## src/rtl/wb_burst_master_pkg.sv

```systemverilog
// Shared Wishbone constants for the burst master: cycle-type (CTI) and
// burst-type (BTE) codes. State encoding lives in the master itself.
package wb_burst_master_pkg;

  localparam logic [2:0] CTI_CLASSIC = 3'b000;
  localparam logic [2:0] CTI_INCR    = 3'b010;
  localparam logic [2:0] CTI_END     = 3'b111;

  localparam logic [1:0] BTE_LINEAR  = 2'b00;

endpackage

```

## src/rtl/wb_burst_master.sv

```systemverilog
// Wishbone incrementing-burst master. Accepts one command (direction, start
// address, beat count) and runs it as a single linear burst on Wishbone.
//   wb_clk_i, wb_rst_i       : clock, async active-high reset
//   cmd_*                    : command handshake (ready only while idle)
//   wr_dat_i/wr_valid_i/wr_ready_o : write beat stream, consumed on ack
//   rd_dat_o/rd_valid_o      : read beat stream, one pulse per acked beat
//   done_o/err_o             : completion pulse, err_o marks a bus error
//   wb_*                     : Wishbone master signals
module wb_burst_master
  import wb_burst_master_pkg::*;
#(
  parameter int dw        = 32,
  parameter int aw        = 32,
  parameter int max_burst = 16,
  parameter int lw        = $clog2(max_burst) + 1
) (
  input  logic          wb_clk_i,
  input  logic          wb_rst_i,
  input  logic          cmd_valid_i,
  output logic          cmd_ready_o,
  input  logic          cmd_we_i,
  input  logic [aw-1:0] cmd_adr_i,
  input  logic [lw-1:0] cmd_len_i,
  input  logic [dw-1:0] wr_dat_i,
  input  logic          wr_valid_i,
  output logic          wr_ready_o,
  output logic [dw-1:0] rd_dat_o,
  output logic          rd_valid_o,
  output logic          done_o,
  output logic          err_o,
  output logic [aw-1:0] wb_adr_o,
  output logic [dw-1:0] wb_dat_o,
  output logic [3:0]    wb_sel_o,
  output logic          wb_we_o,
  output logic          wb_cyc_o,
  output logic          wb_stb_o,
  output logic [2:0]    wb_cti_o,
  output logic [1:0]    wb_bte_o,
  input  logic [dw-1:0] wb_dat_i,
  input  logic          wb_ack_i,
  input  logic          wb_err_i
);

  localparam logic [1:0] S_IDLE  = 2'd0;
  localparam logic [1:0] S_BURST = 2'd1;
  localparam logic [1:0] S_DONE  = 2'd2;

  logic [1:0]    state_q, state_d;
  logic          we_q, we_d;
  logic [aw-1:0] adr_q, adr_d;
  logic [lw-1:0] cnt_q, cnt_d;       // beats still to be acked
  logic          multi_q, multi_d;   // burst longer than one beat
  logic          err_q, err_d;
  logic [dw-1:0] rd_dat_q, rd_dat_d;
  logic          rd_valid_q, rd_valid_d;

  logic cyc, stb, ack_hit, err_hit;

  assign cyc     = (state_q == S_BURST);
  // Writes stall (stb low) while no write data is offered.
  assign stb     = cyc & (we_q ? wr_valid_i : 1'b1);
  // Terminations only count with stb high; err takes priority over ack.
  assign err_hit = stb & wb_err_i;
  assign ack_hit = stb & wb_ack_i & ~wb_err_i;

  always_comb begin
    state_d    = state_q;
    we_d       = we_q;
    adr_d      = adr_q;
    cnt_d      = cnt_q;
    multi_d    = multi_q;
    err_d      = err_q;
    rd_dat_d   = rd_dat_q;
    rd_valid_d = 1'b0;
    case (state_q)
      S_IDLE: begin
        if (cmd_valid_i) begin
          we_d    = cmd_we_i;
          adr_d   = {cmd_adr_i[aw-1:2], 2'b00};
          cnt_d   = cmd_len_i;
          multi_d = (cmd_len_i > lw'(1));
          err_d   = 1'b0;
          // Zero-length commands complete without touching the bus.
          state_d = (cmd_len_i == '0) ? S_DONE : S_BURST;
        end
      end
      S_BURST: begin
        if (err_hit) begin
          err_d   = 1'b1;
          state_d = S_DONE;
        end else if (ack_hit) begin
          adr_d = adr_q + aw'(4);
          cnt_d = cnt_q - lw'(1);
          if (!we_q) begin
            rd_dat_d   = wb_dat_i;
            rd_valid_d = 1'b1;
          end
          if (cnt_q == lw'(1)) state_d = S_DONE;
        end
      end
      S_DONE:  state_d = S_IDLE;
      default: state_d = S_IDLE;
    endcase
  end

  always_ff @(posedge wb_clk_i or posedge wb_rst_i) begin
    if (wb_rst_i) begin
      state_q    <= S_IDLE;
      we_q       <= 1'b0;
      adr_q      <= '0;
      cnt_q      <= '0;
      multi_q    <= 1'b0;
      err_q      <= 1'b0;
      rd_dat_q   <= '0;
      rd_valid_q <= 1'b0;
    end else begin
      state_q    <= state_d;
      we_q       <= we_d;
      adr_q      <= adr_d;
      cnt_q      <= cnt_d;
      multi_q    <= multi_d;
      err_q      <= err_d;
      rd_dat_q   <= rd_dat_d;
      rd_valid_q <= rd_valid_d;
    end
  end

  assign cmd_ready_o = (state_q == S_IDLE);
  assign done_o      = (state_q == S_DONE);
  assign err_o       = (state_q == S_DONE) & err_q;
  assign rd_dat_o    = rd_dat_q;
  assign rd_valid_o  = rd_valid_q;
  assign wr_ready_o  = ack_hit & we_q;

  assign wb_adr_o = adr_q;
  assign wb_dat_o = wr_dat_i;
  assign wb_sel_o = 4'hF;
  assign wb_we_o  = cyc & we_q;
  assign wb_cyc_o = cyc;
  assign wb_stb_o = stb;
  assign wb_bte_o = BTE_LINEAR;
  // Single beats are classic; longer bursts flag the final beat as END.
  assign wb_cti_o = !cyc               ? CTI_CLASSIC :
                    !multi_q           ? CTI_CLASSIC :
                    (cnt_q == lw'(1))  ? CTI_END     : CTI_INCR;

endmodule

```

## config.mk

```make
export PLATFORM = sky130hd
export DESIGN_NAME = wb_burst_master
export DESIGN_NICKNAME = d
export VERILOG_FILES = /design/src/rtl/wb_burst_master_pkg.sv /design/src/rtl/wb_burst_master.sv
export SDC_FILE = /design/constraint.sdc
export NUM_CORES = 1
export LEC_CHECK = 0
export BUFFER_PORTS_ARGS = -buffer_cell sky130_fd_sc_hd__clkbuf_2
export CAP_MARGIN = 25
export CORE_MARGIN = 8
export CORE_UTILIZATION = 41
export DETAILED_ROUTE_END_ITERATION = 8
export PLACE_DENSITY_LB_ADDON = 0.3
export SYNTH_ARGS = -nofsm -noshare
export SYNTH_HDL_FRONTEND = slang
export SYNTH_SLANG_ARGS = --single-unit
```

## constraint.sdc

```tcl
create_clock -name wb_clk_i -period 2 [get_ports wb_clk_i]
set_clock_uncertainty 0.2 [all_clocks]
set_input_delay 0.1 -clock wb_clk_i [delete_from_list [all_inputs] [get_ports wb_clk_i]]
set_output_delay 0.1 -clock wb_clk_i [all_outputs]
set_load 0.02 [all_outputs]
```

Word-level counts from Yosys, hierarchy flattened --
Index checks and enable logic that the tools add are counted.
Storage, ports and cells: register bits after elaboration 75, input bits 108, output and inout port bits 113, logic and storage cells 63
Operators by class: add/sub/neg operators 2, order comparisons 1, equal/unequal tests 9, multiplexer cells 25, bitwise logic cells 10, reductions and logical operators 8
Operator list (number):
- $mux 32 | 3
- $pmux 32 s2 | 1
- $add 32x3->32 const B | 1
- $mux 5 | 3
- $mux 2 | 5
- $pmux 5 s2 | 1
- $mux 3 | 3
- $reduce_and 4->1 | 2
- $and 1x1->1 | 7
- $mux 1 | 7
- $ne 3x1->1 const B | 2
- $reduce_and 3->1 | 2
- $eq 5x1->1 const B | 1
- $gt 5x1->1 const B | 1
- $logic_not 5->1 | 1
- $sub 5x1->5 const B | 1
- $ne 2x1->1 const B | 2
- $ne 2x2->1 const B | 2
- $pmux 2 s2 | 1
- $not 1->1 | 3
- $eq 2x1->1 const B | 1
- $eq 2x2->1 const B | 1
- $logic_not 2->1 | 1
- $pmux 1 s2 | 1
- other kinds (2) | 2

Longest topological paths before layout --
Gate-level depths: netlist of the first run.
word-level depth 7, gate-level depth with buffers 8, mapped depth without buffers 7

Worst setup path before layout of the first run --
Ideal clock, no wire load.
kind flip-flop to output port, start register state_q[1], end output port wb_cti_o[2], arrival 1.853 ns, required time 1.700 ns, slack -0.153 ns, stages on the path, launching flop included 8, buffers on the path 4, cells stage by stage dfrtp_1 -> nand2b_1 -> buf_6 -> inv_2 -> buf_2 -> buf_1 -> and3_1 -> buf_4
Between the ends: word-level cells in the longest chain between the ends 2
RTL lines:
- from (decl) | RTL line wb_burst_master.sv:48 | logic [1:0] state_q, state_d;
- from (signal assigned) | RTL line wb_burst_master.sv:117 | state_q <= state_d;
- $eq 2x1->1 | RTL line wb_burst_master.sv:59 | assign cyc = (state_q == S_BURST);
- net wb_cyc_o | RTL line wb_burst_master.sv:35 | output logic wb_cyc_o,
- $mux 3 | RTL line wb_burst_master.sv:143 | assign wb_cti_o = !cyc ? CTI_CLASSIC :
- to (decl) | RTL line wb_burst_master.sv:37 | output logic [2:0] wb_cti_o,
The timed path passes the listed nets, and every way through them passes these cells.

Final worst setup path of the first run --
start register state_q[1], end output port wb_cti_o[0]
Between the ends: word-level cells in the longest chain between the ends 2
RTL lines (RTL line):
- $eq 2x1->1 | wb_burst_master.sv:59
- $mux 3 | wb_burst_master.sv:143
Every way passes these cells.

==> out/qor.yml, run 1 <==
status: "completed"
wl_met1_mm: 5.032
power.density_nw_per_um2: 1488
grt_start_max_net_pins: 74
r2r-start: "wb_adr_o[3]$_DFFE_PP0P_"
start_kind: "flip-flop"
synth.area.mux_share: 0.09276
cts_num_sinks: 73
cp-end-kind: "output pin"
r2r_end: "wb_adr_o[23]$_DFFE_PP0P_"
antenna_found_initial: 1
clk_latency_ns: 0.35
layout-drive-gt1-share: 0.4254
dr.pass1.iters: 4
synth_compound_area_frac: 0.1694
avgSynthCellArea_um2: 10.08
fin_crit_sh: 0.9625
synthFlopType: "dfrtp_1"
coreArea_um2: 9774
synthXorXnorAreaFrac: 0
netlist_instances: 408
grtUsageTotal: 0.1896
finalWirelength_mm: 12.82
rsz0062_at_grt: "yes"
syn_to_final_growth_pct: 45.80
place.gp.congestion: 0.8542
final-hold-violation-count: 0
top_layer: "met4"
wl_per_cell_um: 16.94
crit_fanout: 16
die-area_um2: 13500
setup_viol: 0
synthArstFlopShare: 1.000
place_hpwl_mm: 8.337
num_rows: 36
syn_area_um2: 4114
dp_cells: 665
num_io_pins: 221
slew_viol_final: 0
synthAdderAreaFrac: 0.009124
synth_seq_area_share: 0.4440
fill_cells: 806
wl_met2_mm: 6.253
final_cell_area_um2: 5998
ys_types: 63
via_per_inst: 5.173
synth_top_family_by_area: "compound AO/OA/AOI/OAI gates"
routed-wl-met3_mm: 1.311
required_ns: 1.70
drv_cap: 0
die_x_um: 116.2
fin_nets: 729
synth-simple-area-share: 0.1685
fmax_mhz: 519.5
hp-start: "wr_dat_i[24]"
drtIter0Drc: 289
path_class: "reg -> out"
hp-class: "in -> out"
reg2reg_depth: 6
max-clock-path-buffers: 2
crit_arrival_ns: 1.62
grt_first_pass_wirelength_mm: 20.22
placed_area_um2: 4949
synth-edff-count: 0
p_leak_nw: 2.769
numPortBuffers: 146
r2r_slack_ns: 0.08
grt.overflow.total: 0
vdd_drop_max_v: 0.0008030
grt_pass1_vias: 4072
yosys_warnings: 0
ant_nets: 0
numCtsBuffers: 9
period_needed_ns: 1.925
dr_total_vias: 3916
cts_root_buffer: "clkbuf_8"
ys_ff_latch: 73
tritoncts: "done"
fin_hold_ws_ns: 0.000008812
fp.dieH_um: 116.2
finalPower_mw: 8.928
final_cells: 757
cts.clk_slew.worst_paths_ns: 0.08
min_to: "wb_dat_o[24]"
htree_levels: 3
initial_core_util: 0.4209
whs_path_depth: 0
drc: 0
[Yosys cell counts, drive strengths merged, types with 2 or more instances]
| master | n | area share |
|---|---|---|
| a211oi | 4 | 0.0073 |
| a31oi | 4 | 0.0061 |
| nor4 | 2 | 0.0067 |
| a41oi | 4 | 0.0085 |
| nor2 | 23 | 0.021 |
| nand2 | 19 | 0.017 |
| nor2b | 3 | 0.0046 |
| ha | 3 | 0.0091 |
| a311oi | 4 | 0.010 |
| buf | 51 | 0.092 |
| and3 | 5 | 0.0088 |
| dfrtp | 73 | 0.44 |
| o22ai | 9 | 0.014 |
| and4 | 3 | 0.0070 |
| o21ai | 27 | 0.033 |
| a21oi | 35 | 0.043 |
| a22oi | 2 | 0.0036 |
| conb | 2 | 0.0018 |
| nor3 | 14 | 0.024 |
| inv | 8 | 0.0073 |
| o22a | 5 | 0.011 |
| or3 | 5 | 0.0088 |
| nand4 | 4 | 0.015 |
| nor3b | 2 | 0.0036 |
| and2 | 7 | 0.011 |
| a2bb2oi | 6 | 0.013 |
| nand2b | 2 | 0.0030 |
| nand3 | 20 | 0.029 |
| mux2 | 33 | 0.090 |
| o31ai | 2 | 0.0070 |
| clkbuf | 14 | 0.015 |
[cell type report]
cell class	count	area, µm²	area share
Multi-Input combinational cell	268	1913	0.3189
Timing Repair Buffer	258	1836	0.3060
Sequential cell	73	1832	0.3054
Tap cell	133	166.4	0.02774
Clock buffer	12	165.2	0.02753
Clock inverter	4	50.05	0.008344
Inverter	8	33.78	0.005632
Antenna cell	1	2.502	0.0004172
[registers in the layout (all words and copies together), names as in the netlist]
register    flops
cnt_q           5
err_q           1
multi_q         1
rd_dat_o       32
rd_valid_o      1
state_q         2
wb_adr_o       30
we_q            1
[through the flow]
step,utilization,TNS [ns],worst slack [ns]
after global routing,0.6137,-0.02488,-0.01155
after global placement,0.5063,0,0.02502
after floorplan,-,0,0.02278
after CTS,0.6036,0,0.001217
after detailed placement,0.5063,-0.09909,-0.06978
final,0.6137,0,0.07507
[timing repair]
action                                  in CTS  in global routing
gates cloned                                 0                  0
pin swaps                                    1                  5
hold endpoints to repair                   140                  0
hold buffers                                67                  0
buffers inserted                             5                  3
resized for setup                            6                 19
endpoints found under the setup margin      11                 24
[layout by cell type, fill, tap and decap left out, types with 5 or more instances in the layout]
| cell type | n |
|---|---|
| o22a_1 | 5 |
| o21ai_0 | 20 |
| nand2_1 | 19 |
| inv_1 | 6 |
| nor2_1 | 23 |
| mux2_1 | 6 |
| clkbuf_8 | 13 |
| mux2_2 | 27 |
| nor3_1 | 10 |
| clkbuf_2 | 143 |
| dfrtp_1 | 69 |
| buf_4 | 39 |
| dlygate4sd3_1 | 67 |
| o21ai_1 | 7 |
| nand3_1 | 17 |
| conb_1 | 8 |
| a21oi_1 | 34 |
| buf_12 | 6 |
| and2_1 | 6 |
| a2bb2oi_1 | 6 |
| o22ai_1 | 9 |
[worst max-delay path, stage by stage (launching register included)]
cell and delay [ns]:
dfrtp_1 0.40, nand2b_4 0.17, buf_12 0.15, inv_2 0.08, buf_6 0.13, and3_4 0.19, buf_4 0.15
[how the worst max path moves through the flow]
| stage | start | end | cells past startpoint |
|---|---|---|---|
| 3_5_place_dp | state_q[1]$_DFFE_PP0P_ | wb_adr_o[29]$_DFFE_PP0P_ | 4 |
| 6_report | state_q[1]$_DFFE_PP0P_ | wb_cti_o[0] | 6 |
| 3_3_place_gp | state_q[1]$_DFFE_PP0P_ | wb_adr_o[14]$_DFFE_PP0P_ | 6 |
| 4_1_cts | state_q[1]$_DFFE_PP0P_ | wb_cti_o[2] | 6 |
| 5_1_grt | state_q[1]$_DFFE_PP0P_ | wr_ready_o | 6 |
| 2_1_floorplan | wb_adr_o[18]$_DFFE_PP0P_ | wb_adr_o[31]$_DFFE_PP0P_ | 7 |
[metal layers]
metal | up-vias | track usage
met4 | 0 | 0.05791
li1 | 1847 | -
met5 | - | 0
met2 | 176 | 0.3168
met1 | 1869 | 0.2134
met3 | 24 | 0.08428
[logic make-up after synthesis]
family | after synthesis
AO/OA/AOI/OAI | 109
adder cells (fa/ha/maj) | 3
buffers and inverters | 73
flip-flops | 73
multiplexers | 34
other | 2
AND/OR/NAND/NOR | 114
[power breakdown]
part           internal, mW  switching [mW]  total [mW]
combinational          2.05            2.78        4.83
sequential             2.21           0.646        2.86
clock                 0.677           0.569        1.25
total                  4.94            3.99        8.93
Power figures use the tool's default switching activity.
==> run 2: changes to the inputs <==
Settings changed: CELL_PAD_IN_SITES_DETAIL_PLACEMENT set to 0, CELL_PAD_IN_SITES_GLOBAL_PLACEMENT set to 2, CORE_UTILIZATION 41 to 23, PLACE_DENSITY set to 0.78, PLACE_DENSITY_LB_ADDON 0.3 to not set.
==> run 2 against run 1 <==
- non-clock buffer count rose by 7
- global-route usage fell by 6.9 points
- critical endpoint is now wb_adr_o[20]$_DFFE_PP0P_
- fmax fell by 1.6%
- routed wire length rose by 5.3%
- sequential cell count did not move
- total power rose by 6.6%
- via count fell by 0.74%
- count of clock-buffer cells in the layout fell by 2
- cell count rose by 13%
- setup slack got worse by 0.031 ns
- cell area rose by 4.6%
- largest power group unchanged
- largest cell class unchanged
- hold slack barely moved
==> out/qor.yml, run 2 (synthesis gave the netlist of run 1 again) <==
final-hold-violation-count: 0  # unchanged
grt.overflow.total: 0  # unchanged
initial_core_util: 0.2314  # -0.1895
place_hpwl_mm: 9.621  # +15%
fmax_mhz: 511.4  # -1.6%
num_rows: 49  # +36%
power.density_nw_per_um2: 1518  # +2.0%
clk_latency_ns: 0.34  # about the same
ant_nets: 0  # unchanged
cts_num_sinks: 73  # unchanged
max-clock-path-buffers: 2  # unchanged
die_x_um: 149.7  # +29%
crit_arrival_ns: 1.98  # +0.36 ns
critPathMaxStageDelay_ns: 0.40  # about the same
grtUsageTotal: 0.1204  # -0.06925
numPortBuffers: 146  # unchanged
setup_viol: 0  # unchanged
tritoncts: "done"
cts.clk_slew.worst_paths_ns: 0.06  # -0.02 ns
die-area_um2: 22420  # +66%
grt_first_pass_wirelength_mm: 21.46  # +6.1%
path_class: "reg -> reg"
finalWirelength_mm: 13.50  # +5.3%
final_cell_mix: "clkbuf_2 (144), dfrtp_1 (70), dlygate4sd3_1 (66), buf_4 (45), a21oi_1 (35)"
place.gp.congestion: 0.7894  # -7.6%
drtIter0Drc: 142  # -51%
syn_to_final_growth_pct: 52.46
htree_levels: 3  # unchanged
worstMarginPinSlew_ns: 0.5929
status: "completed"
finalSetupTns_ns: 0  # unchanged
rsz0062_at_grt: "yes"
wl_met2_mm: 6.685  # +6.9%
via_per_inst: 4.525  # -13%
fin_nets: 736  # +0.96%
antenna_found_initial: 0  # -1
coreArea_um2: 17780  # +82%
final_common_cell: "clkbuf_2"
routed-wl-met3_um: 768  # -41%
fp.dieH_um: 149.7  # +29%
largest_register_ffs: 32  # unchanged
hp-class: "in -> out"
top_layer: "met4"
path_cells: "ha_4, nand4_4, nor4_4, buf_12, clkbuf_4, nand2_1, o22ai_1, a2bb2oi_1"
vdd_drop_max_v: 0.0005389  # -33%
grt_start_max_net_pins: 38  # -49%
grt_pass1_vias: 4070  # -0.049%
crit_fanout: 7  # -9
cp-end-kind: "flip-flop"
cts_root_buffer: "clkbuf_16"
antennaDiodeCount: 0  # -1
wl_met1_mm: 5.895  # +17%
drc: 0  # unchanged
required_ns: 2.02  # +0.32 ns
period_needed_ns: 1.955  # +0.03053 ns
dr_total_vias: 3887  # -0.74%
layout-drive-gt1-share: 0.4333  # +0.007972
dr.pass1.iters: 4  # unchanged
slowest_stage: "dfrtp_2"
num_io_pins: 221  # unchanged
start_kind: "flip-flop"
fin_crit_sh: 0.9777  # +0.01527
wl_per_cell_um: 15.71  # -7.2%
r2r_slack_ns: 0.04  # -0.03 ns
slew_viol_final: 0  # unchanged
numCtsBuffers: 9  # unchanged
finalPower_mw: 9.521  # +6.6%
relSlewSlack: 0.6011
p_leak_nw: 2.848  # +2.9%
drv_cap: 0  # unchanged
-- run 2: changes by cell type in the layout (fill, tap and decap cells not counted), moves of 3 or more --
cell and delta:
clkbuf_16 +9, buf_4 +6, clkbuf_8 -12, inv_6 +3
-- run 2: final timing paths --
| path | cells after the start | from | to |
|---|---|---|---|
| max in group asynchronous | 5 | wb_rst_i | wb_adr_o[3]$_DFFE_PP0P_ |
| min in group asynchronous | 4 | wb_rst_i | err_q$_DFFE_PP0P_ |
| max | 8 | wb_adr_o[3]$_DFFE_PP0P_ | wb_adr_o[20]$_DFFE_PP0P_ |
| min reg2reg | 1 | rd_dat_o[23]$_DFFE_PP0P_ | rd_dat_o[23]$_DFFE_PP0P_ |
| min | 0 | wr_dat_i[10] | wb_dat_o[10] |
| max reg2reg | 8 | wb_adr_o[3]$_DFFE_PP0P_ | wb_adr_o[20]$_DFFE_PP0P_ |
-- run 2: routing by layer --
layer  global-route usage  vias to the layer above
li1                     -                     1868
met1               0.1475                     1884
met2               0.1993                      120
met3              0.03387                       15
met4              0.04098                        0
met5                    0                        -
-- run 2: per-stage QoR --
step / utilization / instance area, µm² / setup slack, ns / hold slack (ns) / std cells
after global placement: 0.2869 / 5101 / 0.08468 / -0.1848 / 762
final: 0.3528 / 6272 / 0.04453 / 0.000007758 / 859
after detailed placement: 0.2869 / 5101 / 0.07980 / -0.1843 / 762
after global routing: 0.3528 / 6272 / -0.04755 / 0.00003055 / 859
after floorplan: - / 4144 / 0.02278 / 0.03269 / 414
after CTS: 0.3443 / 6121 / 0.0009623 / 0.0001367 / 847
-- run 2: final cells by class --
| type | count | area (µm²) |
|---|---|---|
| multi-input combinational | 268 | 1918 |
| sequential | 73 | 1831 |
| tap | 229 | 286.5 |
| fill | 1814 | 11510 |
| inverter | 8 | 36.28 |
| clock inverter | 6 | 72.57 |
| clock buffer | 10 | 239.0 |
| timing repair buffer | 265 | 1889 |
-- run 2: report_power, final --
part           internal (mW)  switching (mW)  total, mW
registers               2.21           0.622       2.83
logic                   2.12            2.84       4.95
clock network           1.02           0.719       1.74
total                   5.34            4.18       9.52
-- run 2: worst max-delay path, delay by kind of cell (launching register included) --
kind | cells | cell delay, ns
AO/OA/AOI/OAI | 2 | 0.21
flip-flops | 1 | 0.40
adder cells (fa/ha/maj) | 1 | 0.15
AND/OR/NAND/NOR | 3 | 0.53
buffers and inverters | 2 | 0.34
-- run 2: timing repair --
item	in CTS	in global routing
buffers inserted	3	12
endpoints found under the hold margin	138	0
resized for setup	5	18
hold buffers	66	0
endpoints found under the setup margin	6	12
pin swaps	0	5
==> run 3: changes to the inputs <==
Settings changed: SETUP_SLACK_MARGIN set to 0.5.
==> run 3 against run 2 <==
- sequential share of layout area decreased by 5.7 points
- sequential cell count unchanged
- sequential power increased by 5%
- combinational power increased by 52%
- critical path type unchanged
- clock power about the same
- largest cell class is now buffers
- total power increased by 28%
- critical path depth decreased by 2
- critical endpoint is now wb_adr_o[31]$_DFFE_PP0P_
- die area unchanged
- setup slack improved by 0.012 ns
- register-to-register slack about the same
- count of clock-buffer cells in the layout decreased by 1
- hold slack about the same
==> out/qor.yml, run 3 (synthesis gave the netlist of run 1 again) <==
final_common_cell: "clkbuf_2"
dp_slack_ns: -0.1548  # -0.2346 ns
initial_core_util: 0.2314  # unchanged
fin_hold_ws_ns: 0.000007744  # -0.00000001387 ns
placed_area_um2: 5359  # +5.1%
internal_power_mw: 7.036  # +32%
largest_register_ffs: 32  # unchanged
die_x_um: 149.7  # unchanged
top_layer: "met4"
routed-wl-met3_um: 733  # -4.6%
fmax_mhz: 514.6  # +0.63%
power.density_nw_per_um2: 1541  # +1.5%
rsz0062_at_grt: "yes"
wl_met2_mm: 8.683  # +30%
dp_cells: 761  # -0.13%
grt.overflow.total: 0  # unchanged
coreArea_um2: 17780  # unchanged
grt_pass1_vias: 4463  # +9.7%
grtUsageTotal: 0.1467  # +0.02629
layout-drive-gt1-share: 0.6237  # +0.1904
period_needed_ns: 1.943  # -0.01229 ns
start_kind: "flip-flop"
final_cells: 928  # +8.0%
final_cell_area_um2: 7904  # +26%
setup_viol: 0  # unchanged
slew_viol_final: 0  # unchanged
wl_per_cell_um: 18.18  # +16%
status: "completed"
ant_nets: 0  # unchanged
fin_crit_sh: 0.9716  # -0.006147
max-clock-path-buffers: 2  # unchanged
grt_first_pass_wirelength_mm: 25.44  # +19%
comb_power_share: 0.616  # +0.096
clk_latency_ns: 0.35  # about the same
wl_met1_mm: 7.030  # +19%
path_class: "reg -> reg"
cts_num_sinks: 73  # unchanged
dr.pass1.iters: 4  # unchanged
numPortBuffers: 146  # unchanged
drtIter0Drc: 264  # +86%
swShare: 0.4224  # -0.01641
vdd_drop_max_v: 0.0007087  # +31%
num_rows: 49  # unchanged
antennaDiodeCount: 0  # unchanged
place.gp.congestion: 0.7557  # -4.3%
syn_to_final_growth_pct: 92.12
drv_cap: 0  # unchanged
clockPowerShare: 0.141  # -0.041
numCtsBuffers: 9  # unchanged
drc: 0  # unchanged
finalWirelength_mm: 16.87  # +25%
die-area_um2: 22420  # unchanged
setup_ws_ns: 0.05683  # +0.01229 ns
required_ns: 2.01  # about the same
crit_arrival_ns: 1.96  # -0.02 ns
grt_start_max_net_pins: 74  # +95%
tritoncts: "done"
fp.dieH_um: 149.7  # unchanged
final_cell_mix: "clkbuf_2 (133), dlygate4sd3_1 (67), buf_4 (57), dfrtp_1 (52), buf_6 (43)"
cts_root_buffer: "clkbuf_16"
antenna_found_initial: 0  # unchanged
switchingPower_mw: 5.146  # +23%
place_hpwl_mm: 10.22  # +6.2%
dr_total_vias: 4245  # +9.2%
num_io_pins: 221  # unchanged
cp-end-kind: "flip-flop"
finalPower_mw: 12.18  # +28%
p_seq_frac: 0.243  # -0.055
crit_fanout: 3  # -4
hp-class: "in -> out"
fin_nets: 805  # +9.4%
cts.clk_slew.worst_paths_ns: 0.07  # about the same
htree_levels: 3  # unchanged
via_per_inst: 4.574  # +1.1%
final-hold-violation-count: 0  # unchanged
p_leak_nw: 3.536  # +24%
## run 3: cell types whose count changed in the layout (fill, tap and decap cells not counted), moves of 18 or more
cell,before,now
buf_6,2,43
mux2_4,0,33
mux2_2,27,0
a21oi_1,35,13
a21oi_2,0,19
dfrtp_1,70,52
dfrtp_2,3,21
## run 3: cell type report
type | count | area [µm²]
clock buffer | 9 | 225.2
clock inverter | 7 | 81.33
fill | 1694 | 9876
inverter | 8 | 50.05
multi-input combinational | 269 | 2479
sequential | 73 | 1853
tap | 229 | 286.5
timing repair buffer | 332 | 2920
timing repair inverter | 1 | 8.758
## run 3: what timing repair did
item                                    4_1_cts  5_1_grt
resized for setup                            89       91
cloned                                       10        3
hold buffers                                 67        0
endpoints found under the setup margin       82       85
endpoints found under the hold margin       141        0
buffers inserted                             50       21
pin swaps                                    32       31
## run 3: worst max-delay path: stages, from the launching register on
cell      delay, ns
dfrtp_1        0.39
buf_6          0.12
or3b_4         0.43
buf_6          0.14
or3_1          0.36
o21ai_1        0.10
a311oi_2       0.06
## run 3: metal layers
| metal | track usage | vias up |
|---|---|---|
| met4 | 0.06947 | 0 |
| met1 | 0.1714 | 2100 |
| met5 | 0 | - |
| met3 | 0.02721 | 28 |
| met2 | 0.2547 | 103 |
| li1 | - | 2014 |
## run 3: stage by stage
stage | util | TNS [ns]
after floorplan | - | 0
after global placement | 0.3014 | -0.2560
after detailed placement | 0.3014 | -0.6833
after CTS | 0.4106 | 0
after global routing | 0.4445 | -0.004296
final | 0.4445 | 0
## run 3: final timing paths
check	from	to	slack (ns)	depth (start not counted)
min	wr_dat_i[29]	wb_dat_o[29]	0.000008	0
min in group asynchronous	wb_rst_i	rd_dat_o[25]$_DFFE_PP0P_	0.23	4
max in group asynchronous	wb_rst_i	wb_adr_o[5]$_DFFE_PP0P_	1.00	4
max reg2reg	state_q[0]$_DFFE_PP0P_	wb_adr_o[31]$_DFFE_PP0P_	0.06	6
max	state_q[0]$_DFFE_PP0P_	wb_adr_o[31]$_DFFE_PP0P_	0.06	6
min reg2reg	rd_dat_o[2]$_DFFE_PP0P_	rd_dat_o[2]$_DFFE_PP0P_	0.31	1
## run 3: power by group through the flow
stage | combinational (mW) | clock, mW | sequential, mW
after floorplan | 2.68 | 0 | 3.69
after global placement | 4.93 | 0 | 2.91
final | 7.50 | 1.72 | 2.96
after detailed placement | 5.00 | 0 | 2.93
after global routing | 7.99 | 1.84 | 3.06
after CTS | 6.66 | 1.80 | 2.92
